## src/rtl/tx_pkg.sv

```systemverilog
// Shared types and constants for the USB transmit serializer.
// Line levels are encoded as {dp, dm}.
package tx_pkg;

    typedef enum logic [2:0] {
        ST_IDLE    = 3'd0,
        ST_SHIFT   = 3'd1,
        ST_STUFF   = 3'd2,
        ST_EOP_SE0 = 3'd3,
        ST_EOP_J   = 3'd4
    } tx_state_t;

    localparam logic [1:0] LINE_J   = 2'b10;
    localparam logic [1:0] LINE_K   = 2'b01;
    localparam logic [1:0] LINE_SE0 = 2'b00;

    localparam int STUFF_LIMIT_DEF  = 6;
    localparam int EOP_SE0_BITS_DEF = 2;

endpackage

```

## src/rtl/nrzi_encoder.sv

```systemverilog
// NRZI line register: a 0 bit toggles J<->K, a 1 bit holds the level.
// SE0 and J can be forced for end-of-packet; forcing J also re-arms the
// NRZI reference so the next packet starts from J.
module nrzi_encoder
    import tx_pkg::*;
(
    input  logic clk,
    input  logic rst,
    input  logic bit_i,
    input  logic bit_en_i,
    input  logic force_se0_i,
    input  logic force_j_i,
    output logic dp_o,
    output logic dm_o
);

    logic [1:0] line_q;
    logic       lvl_j_q;   // 1 = current NRZI level is J
    logic       lvl_j_d;

    // Next NRZI level for the bit being emitted
    always_comb begin
        lvl_j_d = bit_i ? lvl_j_q : ~lvl_j_q;
    end

    // Line register: force requests win over data bits
    always_ff @(posedge clk) begin
        if (rst) begin
            line_q  <= LINE_J;
            lvl_j_q <= 1'b1;
        end else if (force_j_i) begin
            line_q  <= LINE_J;
            lvl_j_q <= 1'b1;
        end else if (force_se0_i) begin
            line_q  <= LINE_SE0;
        end else if (bit_en_i) begin
            lvl_j_q <= lvl_j_d;
            line_q  <= lvl_j_d ? LINE_J : LINE_K;
        end
    end

    assign dp_o = line_q[1];
    assign dm_o = line_q[0];

endmodule

```

## src/rtl/tx_serializer.sv

```systemverilog
// USB transmit serializer: 1-byte holding buffer, LSB-first shifter,
// optional bit stuffing, NRZI line drive and EOP (SE0 x N, J).
// Bit stuffing is built only when TX_BIT_STUFF_EN is defined; without it
// the STUFF state and ones counter are absent and stuff_hold is tied 0.
module tx_serializer
    import tx_pkg::*;
#(
    parameter int EOP_SE0_BITS = EOP_SE0_BITS_DEF
`ifdef TX_BIT_STUFF_EN
    ,
    parameter int STUFF_LIMIT  = STUFF_LIMIT_DEF
`endif
) (
    input  logic       clk,
    input  logic       rst,
    input  logic       shift_strobe,
    input  logic [7:0] tx_data,
    input  logic       tx_valid,
    output logic       tx_ready,
    input  logic       send_eop,
    output logic       dplus_out,
    output logic       dminus_out,
    output logic       stuff_hold,
    output logic       busy,
    output logic       eop_done,
    output logic       underrun
);

    localparam int SW = (EOP_SE0_BITS > 1) ? $clog2(EOP_SE0_BITS) : 1;
    localparam logic [SW-1:0] SE0_LAST = SW'(EOP_SE0_BITS - 1);

    tx_state_t     state_q;
    logic [7:0]    buf_q;
    logic          buf_full_q;
    logic [7:0]    sr_q;
    logic [2:0]    bit_idx_q;
    logic          eop_pend_q;
    logic [SW-1:0] se0_cnt_q;
    logic          underrun_q;
    logic          eop_done_q;

`ifdef TX_BIT_STUFF_EN
    localparam int OW = $clog2(STUFF_LIMIT + 1);
    localparam logic [OW-1:0] ONES_LAST = OW'(STUFF_LIMIT - 1);
    logic [OW-1:0] ones_q;
    logic          byte_end_q;   // stuff bit was inserted after bit 7
`endif

    logic accept;
    logic strobe_shift;
    logic strobe_stuff;
    logic stuff_next;
    logic boundary;
    logic eop_set;

    // Handshake, strobe qualification and byte-boundary detection
    always_comb begin
        accept       = tx_valid && !buf_full_q;
        strobe_shift = shift_strobe && (state_q == ST_SHIFT);
        strobe_stuff = shift_strobe && (state_q == ST_STUFF);
        stuff_next   = 1'b0;
        boundary     = strobe_shift && (bit_idx_q == 3'd7);
`ifdef TX_BIT_STUFF_EN
        // A 6th one at bit 7 defers the boundary until after the stuff bit
        stuff_next   = strobe_shift && sr_q[0] && (ones_q == ONES_LAST);
        boundary     = (strobe_shift && (bit_idx_q == 3'd7) && !stuff_next)
                    || (strobe_stuff && byte_end_q);
`endif
        // A byte offered in the same cycle counts as an active packet
        eop_set      = send_eop && !((state_q == ST_IDLE) && !buf_full_q && !tx_valid);
    end

    // Holding buffer: filled on handshake, drained into the shifter
    always_ff @(posedge clk) begin
        if (rst) begin
            buf_q      <= '0;
            buf_full_q <= 1'b0;
        end else if (accept) begin
            buf_q      <= tx_data;
            buf_full_q <= 1'b1;
        end else if (buf_full_q && ((state_q == ST_IDLE) || boundary)) begin
            buf_full_q <= 1'b0;
        end
    end

    // EOP request latch, consumed when the packet ends
    always_ff @(posedge clk) begin
        if (rst) begin
            eop_pend_q <= 1'b0;
        end else if (boundary && !buf_full_q) begin
            eop_pend_q <= 1'b0;
        end else if (eop_set) begin
            eop_pend_q <= 1'b1;
        end
    end

    // Packet state machine with registered status pulses
    always_ff @(posedge clk) begin
        if (rst) begin
            state_q    <= ST_IDLE;
            sr_q       <= '0;
            bit_idx_q  <= '0;
            se0_cnt_q  <= '0;
            underrun_q <= 1'b0;
            eop_done_q <= 1'b0;
`ifdef TX_BIT_STUFF_EN
            ones_q     <= '0;
            byte_end_q <= 1'b0;
`endif
        end else begin
            underrun_q <= 1'b0;
            eop_done_q <= 1'b0;
            case (state_q)
                ST_IDLE: begin
                    if (buf_full_q) begin
                        sr_q      <= buf_q;
                        bit_idx_q <= '0;
                        state_q   <= ST_SHIFT;
`ifdef TX_BIT_STUFF_EN
                        ones_q    <= '0;
`endif
                    end
                end
                ST_SHIFT: begin
                    if (shift_strobe) begin
                        sr_q      <= {1'b0, sr_q[7:1]};
                        bit_idx_q <= bit_idx_q + 3'd1;
`ifdef TX_BIT_STUFF_EN
                        ones_q    <= sr_q[0] ? ones_q + OW'(1) : '0;
                        if (stuff_next) begin
                            state_q    <= ST_STUFF;
                            byte_end_q <= (bit_idx_q == 3'd7);
                        end
`endif
                    end
                end
                ST_STUFF: begin
                    if (shift_strobe) begin
                        state_q <= ST_SHIFT;
`ifdef TX_BIT_STUFF_EN
                        ones_q  <= '0;
`endif
                    end
                end
                ST_EOP_SE0: begin
                    if (shift_strobe) begin
                        if (se0_cnt_q == SE0_LAST) begin
                            se0_cnt_q <= '0;
                            state_q   <= ST_EOP_J;
                        end else begin
                            se0_cnt_q <= se0_cnt_q + SW'(1);
                        end
                    end
                end
                ST_EOP_J: begin
                    if (shift_strobe) begin
                        eop_done_q <= 1'b1;
                        state_q    <= ST_IDLE;
                    end
                end
                default: state_q <= ST_IDLE;
            endcase

            // Byte boundary: reload seamlessly, else end the packet
            if (boundary) begin
                if (buf_full_q) begin
                    sr_q      <= buf_q;
                    bit_idx_q <= '0;
                    state_q   <= ST_SHIFT;
                end else begin
                    se0_cnt_q  <= '0;
                    state_q    <= ST_EOP_SE0;
                    underrun_q <= !eop_pend_q;
                end
            end
        end
    end

    nrzi_encoder u_nrzi (
        .clk         (clk),
        .rst         (rst),
        .bit_i       (strobe_stuff ? 1'b0 : sr_q[0]),
        .bit_en_i    (strobe_shift || strobe_stuff),
        .force_se0_i (shift_strobe && (state_q == ST_EOP_SE0)),
        .force_j_i   (shift_strobe && (state_q == ST_EOP_J)),
        .dp_o        (dplus_out),
        .dm_o        (dminus_out)
    );

    assign tx_ready   = !buf_full_q;
    assign busy       = (state_q != ST_IDLE);
    assign eop_done   = eop_done_q;
    assign underrun   = underrun_q;
    assign stuff_hold = strobe_stuff;

endmodule

```

## config.mk

```make
export PLATFORM = sky130hd
export DESIGN_NAME = tx_serializer
export DESIGN_NICKNAME = d
export VERILOG_FILES = /design/src/rtl/tx_pkg.sv /design/src/rtl/nrzi_encoder.sv /design/src/rtl/tx_serializer.sv
export SDC_FILE = /design/constraint.sdc
export NUM_CORES = 1
export LEC_CHECK = 0
export ABC_CLOCK_PERIOD_IN_PS = 2050
export BUFFER_PORTS_ARGS = -buffer_cell sky130_fd_sc_hd__buf_2
export CORE_UTILIZATION = 55
export DETAILED_ROUTE_END_ITERATION = 10
export PLACE_DENSITY = 0.75
export RECOVER_POWER = 25
export SETUP_SLACK_MARGIN = 0.05
export SYNTH_ARGS = -nofsm -noshare
export SYNTH_HDL_FRONTEND = slang
export SYNTH_HIERARCHICAL = 1
export SYNTH_SLANG_ARGS = --single-unit
```

## constraint.sdc

```tcl
create_clock -name clk -period 2.05 [get_ports clk]
set_input_delay 0.3075 -clock clk [delete_from_list [all_inputs] [get_ports clk]]
set_output_delay 0.3075 -clock clk [all_outputs]
set_load 0.01 [all_outputs]
```

==> impl_summary.md <==
Status
The flow ran to the end, and the final reports show no timing, DRC or antenna violations.

Global route
The met2 capacity usage during global routing is 0.3269. After global routing the overflow that remains totals 0. The global-route met3 utilization is 0.06957. The number of global-route vias before repair is 1,016. The number of antenna violations at the first check in global routing is 0.

Entering global routing, the biggest net connects 21 pins. The first global-routing pass estimated 4547 um of wire. In the global route stage, met1 resource usage came out at 0.3225.

The global-route total usage across every layer is 0.2320. met2 is the most crowded layer.

Timing
The final count of hold timing violations is 0. The number of max-slew violations in the final report is 0. The setup TNS is 0 ns.

On the final layout, the worst clock skew is 0.003632 ns. Setup violations remaining at the end of the flow were counted as 0. In the finished design, the share of the clock period the worst path needs comes to 0.8649. The top achievable clock speed is 564.0 MHz. The minimum period implied by the final worst setup slack is 1.773 ns. Setup repair after global routing left no endpoint under its margin. The tightest slew margin relative to the limit is 0.6296. The slew of the pin with the lowest slew margin is 0.5557 ns.

Placement
The total of buffers placed on input and output ports is 19. Routability-driven placement finished with a final weighted congestion of 0.8281. Including well taps, the total number of placed cells is 189.

The HPWL after detailed placement is 1935 um.

Worst setup path
The source of the worst register-to-register timing path is state_q[0]. The signal on the critical path passes through nor4bb_1 > buf_2. The type of the worst setup path is register to primary output. In this design, the stage delay of the slowest critical-path cell is 0.49 ns. STA puts the critical path data arrival time at 1.47 ns. The setup slack on the worst flop-to-flop path is 0.34 ns. The cell depth of the worst flop-to-flop path is 4.

The worst setup path is launched from a register. The largest fanout of any net on the critical path is 11. At the worst endpoint, the required time is 1.74 ns.

STA classifies the critical path endpoint as a primary output. The sum of buffers and inverters on the critical path is 1. The destination of the worst register-to-register timing path is u_nrzi/line_q[1].

Grouping stages by cell kind, the critical path spends the most delay in simple AND/OR/NAND/NOR gates. Among all stages on the critical path, the largest delay is contributed by nor4bb_1.

Drt
Dividing the detail-routed via count by the number of cells gives 5.628. The total via count in the routed design is 1,103. The total wirelength of the detailed-routed design is 2699 um. In the routed design, unresolved DRC markers number 0. Dividing the detail-routed wire length by the instance count gives 13.77 um. The iteration count of the initial detailed-routing pass is 6. The number of DRC violations after detailed-routing iteration 0 is 18. The number of nets with antenna violations after routing is 0.

Die
The initialized floorplan defines 17 standard-cell rows. The total area inside the core boundary comes to 2297 um^2. The die width is 52.23 um. The total I/O pin count is 20. The initial cell density of the core is 0.6040. The die footprint is 2728 um^2. The vertical die dimension is 52.23 um.

Synth
Counting flops and latches in the post-synthesis netlist gives 30. The number of synthesized flops with an enable pin is 0. The fraction of post-synthesis cell area in the top cell type by area is 0.4328. Dividing the synthesized area by the synthesized cell count gives 9.504 um^2. In the synthesized netlist the dominant register cell turns out to be dfxtp_1. The sequential fraction of the synthesis area is 0.4328. For this run, the number of Yosys warnings is 6. The post-synthesis async set-or-reset flop share is 0.

Yosys attributes the largest share of cell area to dfxtp_1 43%, mux2i_1 7.2%, nor2_1 4.6%. The total nets after synthesis is 161. Synthesis produced a netlist whose cell count is 146. The synthesized netlist contains 44 unique library cells. The biggest area consumer among synthesized cells is dfxtp_1. In this run the cell area of the synthesized design comes to 1388 um^2.

Final layout
The utilization after layout is 0.6841. The final net count is 183. Of the cells placed in the final design, the portion with a size suffix greater than 1 is 0.1964. The register area is 600.6 um^2. The number of inserted diodes is 0. Fill cells in the final layout number 200.

Excluding fillers, the count of instances in the completed layout stands at 196. The area growth from synthesis to layout is 13.26%. The multi-input combinational cells in the finished layout cover a total of 726.9 um^2.

Power
Overall power consumption after layout is estimated at 1.498 mW. The total power divided by cell area is 953.2 nW/um^2. The switching portion of total power is 0.2864. The internal portion of the total power is 1.069 mW. The portion of total power attributed to combinational logic is 0.223. For this design the total switching power over the nets is 0.4290 mW. Of the total power, registers draw 0.457. The part of the total power dissipated in the clock network is 0.320. VDD sags by at most 864.3 uV. The leakage power summed over all cells is 0.6247 nW.

Clocking
The clock latency reported for the late side of the worst-skew pair is 0.32 ns. Post-CTS repair changed the size of 0 cells. The number of buffers inserted for hold repair after clock tree synthesis is 0.

In this run the post-CTS setup repair buffer count came out at 0. Clock tree synthesis found a total of 30 sinks. The CTS tree is yes. The tree is rooted in a clkbuf_4.

The maximum clock path buffer count is 2. Clock-pin slew was measured on the worst setup and hold paths at 0.09 ns. The deepest level of the CTS H-tree is 2. The number of buffers added by the clock tree synthesis step is 5.

Min path
The worst hold path was traced through 3 stages. The worst hold path begins at tx_data[4]. The worst hold path terminates at buf_q[4]. The path class of the tightest hold or removal check is input pin to register.

Run
The number of violations of the max-capacitance limit is 0.
[state kept, by name (all words and copies together), names as in the netlist]
signal	flops
u_nrzi/line_q	2
buf_q	8
eop_pend_q	1
state_q	3
sr_q	8
buf_full_q	1
bit_idx_q	3
se0_cnt_q	1
eop_done	1
underrun	1
u_nrzi/lvl_j_q	1
[kinds of logic (layout without fill, tap and decap cells)]
group,count (synthesis),after routing,synth area share
multiplexers,10,10,0.07214
buffers and inverters,12,34,0.04328
XOR/XNOR,2,2,0.01263
flip-flops,30,30,0.4328
AND/OR/NAND/NOR,59,59,0.2345
adder cells (fa/ha/maj),2,2,0.01803
AO/OA/AOI/OAI,31,31,0.1867
[power by group through the flow]
stage	Combinational, mW	Sequential [mW]	Clock, mW
after floorplan	0.290	0.675	0
after global placement	0.328	0.694	0
after detailed placement	0.339	0.697	0
after CTS	0.341	0.683	0.487
after global routing	0.373	0.694	0.511
final	0.333	0.685	0.480
[per-layer routing]
metal  wire length (um)  vias to the layer above  part of all wire
met2               1137                       34              0.42
met1               1393                      493              0.52
met5                  0                        -                 0
li1                   -                      570                 -
met4                 29                        0             0.011
met3                138                        6             0.051
[area by class of cell]
class                      count  area share
multi-input combinational    104      0.4626
sequential                    30      0.3822
timing repair buffer          22     0.06927
clock buffer                   6     0.03264
tap                           28     0.02229
clock inverter                 1     0.01911
inverter                       5     0.01194
[worst max path at each step]
stage,start,endpoint,slack (ns),cells after the start
floorplan,state_q[2],u_nrzi/line_q[1],0.25,5
global placement,shift_strobe,u_nrzi/line_q[1],0.43,5
detailed placement,shift_strobe,u_nrzi/line_q[1],0.36,5
CTS,state_q[0],stuff_hold,0.26,2
global route,state_q[0],u_nrzi/line_q[0],0.08,4
finish,state_q[0],stuff_hold,0.28,2
[layout by cell type, fill, tap and decap left out, types with 5 or more instances in the layout]
cell and n:
nand3_1 7, mux2i_1 10, clkbuf_4 5, a22oi_1 8, o21ai_0 6, dfxtp_1 30
nor2_1 17, nor2b_1 6, buf_2 15, nor3_1 5, clkbuf_1 5
[worst register-to-register path, stage by stage, from the launching register on]
cell and delay, ns:
dfxtp_1 0.44, nor4bb_1 0.49, nor2b_1 0.15, xnor2_1 0.18, a311o_1 0.36
[through the flow]
stage	hold slack [ns]	worst slack (ns)	area, um^2
2_1_floorplan	0.3987	0.2469	1388
3_3_place_gp	0.4138	0.4296	1499
3_5_place_dp	0.4332	0.3602	1499
4_1_cts	0.2133	0.2570	1580
5_1_grt	0.2084	0.07764	1572
6_report	0.2154	0.2770	1572
[cells in the mapped netlist, drive strengths merged (2+ instances only)]
cell / count
dfxtp: 30
nand2: 5
o21ai: 6
nand3: 7
a21oi: 4
nor2b: 6
a22oi: 8
xnor2: 2
or2: 3
nor2: 18
and2: 2
and3: 2
mux2i: 10
nor3b: 4
clkbuf: 2
ha: 2
nor3: 5
nand2b: 2
a2111oi: 2
buf: 5
inv: 4
No activity file was read; power rests on OpenSTA's default activity.
